[src/rtl/button_debounce_pulse.sv]
// -----------------------------------------------------------------------------
// button_debounce_pulse
//
// Turns a raw, bouncy push-button level into clean single-cycle strobes. Its
// main consumer is the 4-bit counter's count-enable: one btn_pulse per press.
//
// Datapath:
//   btn_in -> 2-flop synchronizer -> debounce FSM -> registered outputs
//
// Ports:
//   clk          in   system clock, rising edge
//   reset        in   asynchronous active-low reset (0 = in reset)
//   btn_in       in   raw asynchronous button level, 1 = pressed
//   btn_level    out  debounced button level (registered)
//   btn_pulse    out  one-cycle strobe per accepted press (plus repeats when
//                     auto-repeat is built in)
//   btn_release  out  one-cycle strobe per accepted release
//
// Parameters:
//   DEBOUNCE_CYCLES  cycles the synchronized input must stay stable before a
//                    press or release is accepted (>= 2)
//   REPEAT_DELAY     auto-repeat only: cycles from the press pulse to the
//                    first repeat pulse (>= 2)
//   REPEAT_PERIOD    auto-repeat only: cycles between later repeats (>= 2)
//
// Build option:
//   AUTOREPEAT_EN    when defined, a repeat timer runs while the button is
//                    held and emits extra btn_pulse strobes. When undefined
//                    the repeat logic is not built and the REPEAT_* values
//                    have no effect on the hardware.
//
// Latency with a stable input: btn_pulse (and btn_level) rise on the
// (DEBOUNCE_CYCLES+3)th rising edge counting the first edge that samples
// btn_in=1: two edges of synchronizer, one edge to leave IDLE, then
// DEBOUNCE_CYCLES-1 counting edges and the accepting edge. Release is
// symmetric.
// -----------------------------------------------------------------------------
module button_debounce_pulse #(
  parameter int unsigned DEBOUNCE_CYCLES = 500000,
  parameter int unsigned REPEAT_DELAY    = 50000000,
  parameter int unsigned REPEAT_PERIOD   = 10000000
) (
  input  logic clk,
  input  logic reset,
  input  logic btn_in,
  output logic btn_level,
  output logic btn_pulse,
  output logic btn_release
);

  // ---------------------------------------------------------------------------
  // Elaboration-time parameter checks. The repeat values are checked in every
  // build so that a configuration stays valid if auto-repeat is later enabled.
  // ---------------------------------------------------------------------------
  if (DEBOUNCE_CYCLES < 2) begin : g_bad_debounce
    $error("button_debounce_pulse: DEBOUNCE_CYCLES must be >= 2");
  end
  if (REPEAT_DELAY < 2) begin : g_bad_repeat_delay
    $error("button_debounce_pulse: REPEAT_DELAY must be >= 2");
  end
  if (REPEAT_PERIOD < 2) begin : g_bad_repeat_period
    $error("button_debounce_pulse: REPEAT_PERIOD must be >= 2");
  end

  // ---------------------------------------------------------------------------
  // Counter sizing: wide enough for the largest count actually used, plus one
  // bit of headroom. Counters clear on every state change, so they never wrap.
  // ---------------------------------------------------------------------------
`ifdef AUTOREPEAT_EN
  localparam int unsigned RptMax    = (REPEAT_DELAY > REPEAT_PERIOD) ? REPEAT_DELAY
                                                                     : REPEAT_PERIOD;
  localparam int unsigned MaxCycles = (RptMax > DEBOUNCE_CYCLES) ? RptMax : DEBOUNCE_CYCLES;
`else
  localparam int unsigned MaxCycles = DEBOUNCE_CYCLES;
`endif
  localparam int unsigned CntW = $clog2(MaxCycles) + 1;

  localparam logic [CntW-1:0] DebLast = CntW'(DEBOUNCE_CYCLES - 1);
  localparam logic [CntW-1:0] CntOne  = CntW'(1);

`ifdef AUTOREPEAT_EN
  localparam logic [CntW-1:0] RptDelayLast  = CntW'(REPEAT_DELAY - 1);
  localparam logic [CntW-1:0] RptPeriodLast = CntW'(REPEAT_PERIOD - 1);
`endif

  // ---------------------------------------------------------------------------
  // State encoding
  // ---------------------------------------------------------------------------
  typedef enum logic [1:0] {
    StIdle        = 2'd0,
    StPressWait   = 2'd1,
    StHeld        = 2'd2,
    StReleaseWait = 2'd3
  } state_e;

  state_e          state_q, state_d;
  logic [CntW-1:0] cnt_q, cnt_d;
  logic            level_q, level_d;
  logic            pulse_q, pulse_d;
  logic            release_q, release_d;

  // Two-flop synchronizer; only sync_q is ever looked at by the FSM.
  logic            sync1_q;
  logic            sync_q;

`ifdef AUTOREPEAT_EN
  // Repeat timer. rpt_first_q selects the initial REPEAT_DELAY interval; after
  // the first repeat (or after a bounce back into HELD) the period applies.
  logic [CntW-1:0] rpt_cnt_q, rpt_cnt_d;
  logic            rpt_first_q, rpt_first_d;
  logic [CntW-1:0] rpt_last;

  assign rpt_last = rpt_first_q ? RptDelayLast : RptPeriodLast;
`endif

  // ---------------------------------------------------------------------------
  // Synchronizer
  // ---------------------------------------------------------------------------
  always_ff @(posedge clk or negedge reset) begin
    if (!reset) begin
      sync1_q <= 1'b0;
      sync_q  <= 1'b0;
    end else begin
      sync1_q <= btn_in;
      sync_q  <= sync1_q;
    end
  end

  // ---------------------------------------------------------------------------
  // State and output registers
  // ---------------------------------------------------------------------------
  always_ff @(posedge clk or negedge reset) begin
    if (!reset) begin
      state_q   <= StIdle;
      cnt_q     <= '0;
      level_q   <= 1'b0;
      pulse_q   <= 1'b0;
      release_q <= 1'b0;
    end else begin
      state_q   <= state_d;
      cnt_q     <= cnt_d;
      level_q   <= level_d;
      pulse_q   <= pulse_d;
      release_q <= release_d;
    end
  end

`ifdef AUTOREPEAT_EN
  always_ff @(posedge clk or negedge reset) begin
    if (!reset) begin
      rpt_cnt_q   <= '0;
      rpt_first_q <= 1'b0;
    end else begin
      rpt_cnt_q   <= rpt_cnt_d;
      rpt_first_q <= rpt_first_d;
    end
  end
`endif

  // ---------------------------------------------------------------------------
  // Next-state and output decode
  // ---------------------------------------------------------------------------
  always_comb begin
    state_d   = state_q;
    cnt_d     = cnt_q;
    level_d   = level_q;
    pulse_d   = 1'b0;
    release_d = 1'b0;
`ifdef AUTOREPEAT_EN
    // Holding these outside HELD is what pauses the timer in RELEASE_WAIT.
    rpt_cnt_d   = rpt_cnt_q;
    rpt_first_d = rpt_first_q;
`endif

    unique case (state_q)
      StIdle: begin
        level_d = 1'b0;
        if (sync_q) begin
          state_d = StPressWait;
          cnt_d   = '0;
        end
      end

      StPressWait: begin
        if (!sync_q) begin
          // Too short: drop it without touching the outputs.
          state_d = StIdle;
          cnt_d   = '0;
        end else if (cnt_q == DebLast) begin
          state_d = StHeld;
          cnt_d   = '0;
          level_d = 1'b1;
          pulse_d = 1'b1;
`ifdef AUTOREPEAT_EN
          rpt_cnt_d   = '0;
          rpt_first_d = 1'b1;
`endif
        end else begin
          cnt_d = cnt_q + CntOne;
        end
      end

      StHeld: begin
        level_d = 1'b1;
        if (!sync_q) begin
          state_d = StReleaseWait;
          cnt_d   = '0;
        end else begin
`ifdef AUTOREPEAT_EN
          if (rpt_cnt_q == rpt_last) begin
            pulse_d     = 1'b1;
            rpt_cnt_d   = '0;
            rpt_first_d = 1'b0;
          end else begin
            rpt_cnt_d = rpt_cnt_q + CntOne;
          end
`endif
        end
      end

      StReleaseWait: begin
        if (sync_q) begin
          // Release bounce: back to HELD with no strobe.
          state_d = StHeld;
          cnt_d   = '0;
`ifdef AUTOREPEAT_EN
          rpt_cnt_d   = '0;
          rpt_first_d = 1'b0;
`endif
        end else if (cnt_q == DebLast) begin
          state_d   = StIdle;
          cnt_d     = '0;
          level_d   = 1'b0;
          release_d = 1'b1;
        end else begin
          cnt_d = cnt_q + CntOne;
        end
      end

      default: begin
        state_d = StIdle;
        cnt_d   = '0;
        level_d = 1'b0;
      end
    endcase
  end

  assign btn_level   = level_q;
  assign btn_pulse   = pulse_q;
  assign btn_release = release_q;

  // ---------------------------------------------------------------------------
  // Strobe sanity properties
  // ---------------------------------------------------------------------------
`ifndef SYNTHESIS
  a_strobes_exclusive : assert property (
    @(posedge clk) disable iff (!reset) !(btn_pulse && btn_release));
  a_pulse_single : assert property (
    @(posedge clk) disable iff (!reset) btn_pulse |=> !btn_pulse);
  a_release_single : assert property (
    @(posedge clk) disable iff (!reset) btn_release |=> !btn_release);
`endif

endmodule

[config.mk]
export PLATFORM = sky130hd
export DESIGN_NAME = button_debounce_pulse
export DESIGN_NICKNAME = d
export VERILOG_FILES = /design/src/rtl/button_debounce_pulse.sv
export SDC_FILE = /design/constraint.sdc
export NUM_CORES = 1
export LEC_CHECK = 0
export BUFFER_PORTS_ARGS = -buffer_cell sky130_fd_sc_hd__buf_2
export CAP_MARGIN = 20
export CORE_MARGIN = 1
export CORE_UTILIZATION = 54
export DETAILED_ROUTE_END_ITERATION = 16
export PLACE_DENSITY = 0.75
export REMOVE_ABC_BUFFERS = 1
export SYNTH_ARGS = -nofsm -noshare
export SYNTH_HDL_FRONTEND = slang
export SYNTH_SLANG_ARGS = --single-unit
[constraint.sdc]
create_clock -name clk -period 1.83 [get_ports clk]
set_input_delay 0.0915 -clock clk [delete_from_list [all_inputs] [get_ports clk]]
set_output_delay 0.0915 -clock clk [all_outputs]
set_load 0.1 [all_outputs]
==> metrics.cfg <==
[run_status]
outcome=finished, violations left
violations=negative setup slack

[floorplan]
initial_core_util_pct=59.3
rows=18
die_x_um=55.1
die-area_um2=3040
die_h_um=55.1
top_level_ports=6
coreArea_um2=2570

[cts]
cts_root_buf=clkbuf_4
clk_pin_slew_worst_paths_ns=0.15
insertion_delay_ns=0.33
cts_max_level=1
clk_path_buf_depth=2
clkSinkCount=27
cts_made_buffers=3
cts_tree=built

[timing]
rsz0062_at_grt=true
slew_viol_final=0
finClkSkew_ns=0.00869
timing.slew.headroom_pct=59.8
max_freq_ghz=0.519
whs_ns=0.285
fin_crit_ns=1.93
finalHoldViolCount=0
period_share_pct=105
fin_ws_ns=-0.0966
final-setup-viol-count=7
final.setup.tns_ns=-0.360
worst_slew_pin_slew_ns=0.604

[route]
drc=0
ant_nets=0
routedWlPerCell_um=17.3
dr.first_iter.drc_count=41
first_pass_iters=4
vias=1532
via_per_inst=6.25
routed_wl_um=4240

[synth]
async_flop_share_pct=100
synth_edf_count=0
ys.flop_type=dfrtp_1
synth_area_per_cell_um2=9.12
yosysWarnings=0
synth_seq_cells=27
seq_area_frac_synth_pct=44.4
ys_types=35
syn_area_um2=1520
synth_cells=167

[global_routing]
antenna_found_initial=0
grt_pass1_vias=1424
gr-total-overflow=0
track_usage_pct=29.4
grt_pass1_wl_um=6230
grt_max_degree=28

[setup_path]
max_stage_delay_ns=0.47
critPathSlowestCell=or4_1
path_class=reg -> reg
required_ns=2.09
crit_fanout=6
endpoint_kind=register
cp-start-kind=register
arrival_ns=2.19
path_cells=ha_2 -> and4_4 -> and4_4 -> a21o_4 -> buf_6 -> or4_1 -> o21ai_1
critPathMostFrequentCell=and4_4

[power]
p_leak_nw=0.929
worst_ir_drop_vdd_uv=1370
p_per_area_nw_per_um2=1210
total_power_w=0.00250

[placed_design]
dp_hpwl_um=2770
gp_congestion=0.916
numPortBuffers=5
dp_slack_ns=-0.204

[hold_path]
hold_path.class=in -> async

[layout]
area_growth_pct=35.6
antenna_cells=0
drive_above_1_share_pct=38.6
final_util_pct=80.4
nets=224

[job]
maxCapViolations=0

==> synth_stat cells (4+ instances only) <==
| library cell | instances | area, um2 |
|---|---|---|
| and3_1 | 4 | 25.0 |
| nor3_1 | 7 | 35.0 |
| ha_1 | 5 | 62.6 |
| inv_1 | 11 | 41.3 |
| o21ai_0 | 9 | 45.0 |
| or4_1 | 4 | 30.0 |
| nand4_1 | 4 | 25.0 |
| a22o_1 | 5 | 43.8 |
| o21ai_1 | 4 | 20.0 |
| nand3_1 | 7 | 35.0 |
| dfrtp_1 | 27 | 676 |
| nand2_1 | 16 | 60.1 |
| nor2_1 | 13 | 48.8 |
| mux2i_1 | 6 | 60.1 |
| a21oi_1 | 13 | 65.1 |
==> state kept, by name (all words and copies together), names as in the netlist, named ones only <==
register     flops
cnt_q           20
state_q          1
sync_q           1
btn_pulse        1
btn_level        1
btn_release      1
sync1_q          1
==> cells by family (layout without fill, tap and decap cells) <==
kind of cell	after synthesis	in the layout	share of synthesized area, %
flops	27	27	44.4
buf+inv	19	67	6.08
compound gates	39	39	15.6
simple gates	68	68	23.7
fa+ha+maj	5	5	4.11
mux	9	9	6.16
==> worst paths after layout <==
kind	start	end	slack, ns	depth (start not counted)
max	cnt_q[0]	cnt_q[12]	-0.1	7
min in group clk	sync1_q	sync_q	0.38	0
max in group asynchronous	reset	cnt_q[9]	1.15	2
min	reset	cnt_q[14]	0.29	2
max reg2reg	cnt_q[0]	cnt_q[12]	-0.1	7
min reg2reg	sync1_q	sync_q	0.38	0
==> stage by stage <==
stage | cell area (um2) | std cells
3_5_place_dp | 1810 | 231
3_3_place_gp | 1810 | 231
2_1_floorplan | 1470 | 159
6_report | 2060 | 245
5_1_grt | 2060 | 245
4_1_cts | 1920 | 240
==> report_power, final <==
part	leakage, nW	internal (W)	switching, W	total [W]
Clock	0.0177	0.0000823	0.000180	0.000262
Sequential	0.364	0.000657	0.0000485	0.000705
Combinational	0.547	0.000686	0.000851	0.00154
Total	0.929	0.00142	0.00108	0.00250
==> layer usage <==
layer / share of wire [%] / track usage [%] / vias up
li1: - / - / 700
met1: 40 / 34.9 / 743
met2: 51 / 51.0 / 71
met3: 5.5 / 4.64 / 18
met4: 2.8 / 15.0 / 0
met5: 0 / 0 / -
==> timing repair <==
action | 4_1_cts | 5_1_grt
pin swaps | 4 | 10
endpoints found under the setup margin | 21 | 19
resized for setup | 9 | 24
endpoints found under the hold margin | 28 | 0
hold buffers | 2 | 0
setup buffers | 3 | 5
==> area by class of cell <==
class / count / area [um2]
fillers: 153 / 503
flip-flops and latches: 27 / 676
repair buffers: 52 / 394
multi-input cells: 121 / 888
inverters: 11 / 41.3
well taps: 30 / 37.5
clock inverters: 1 / 5.00
clock buffers: 3 / 22.5
==> placed cells by master, fill, tap and decap left out, drive strengths merged, types with 3 or more instances in the layout <==
cell type,netlist,final
clkbuf,2,3
nand2,16,16
ha,5,5
mux2i,6,6
inv,11,11
nor2,13,13
and3,4,4
o21ai,13,13
dfrtp,27,27
nor3,7,7
nor4,3,3
a21oi,13,13
buf,6,50
or4,4,4
nand3,7,7
nand4,4,4
a22o,5,5
mux2,3,3
==> critical path, delay by kind of cell (launching register included) <==
family	cells	cell delay, ns
AND/OR/NAND/NOR	3	0.81
adder cells (fa/ha/maj)	1	0.19
AO/OA/AOI/OAI	2	0.33
flip-flops	1	0.41
buffers and inverters	1	0.12
Power figures use the tool's default switching activity.
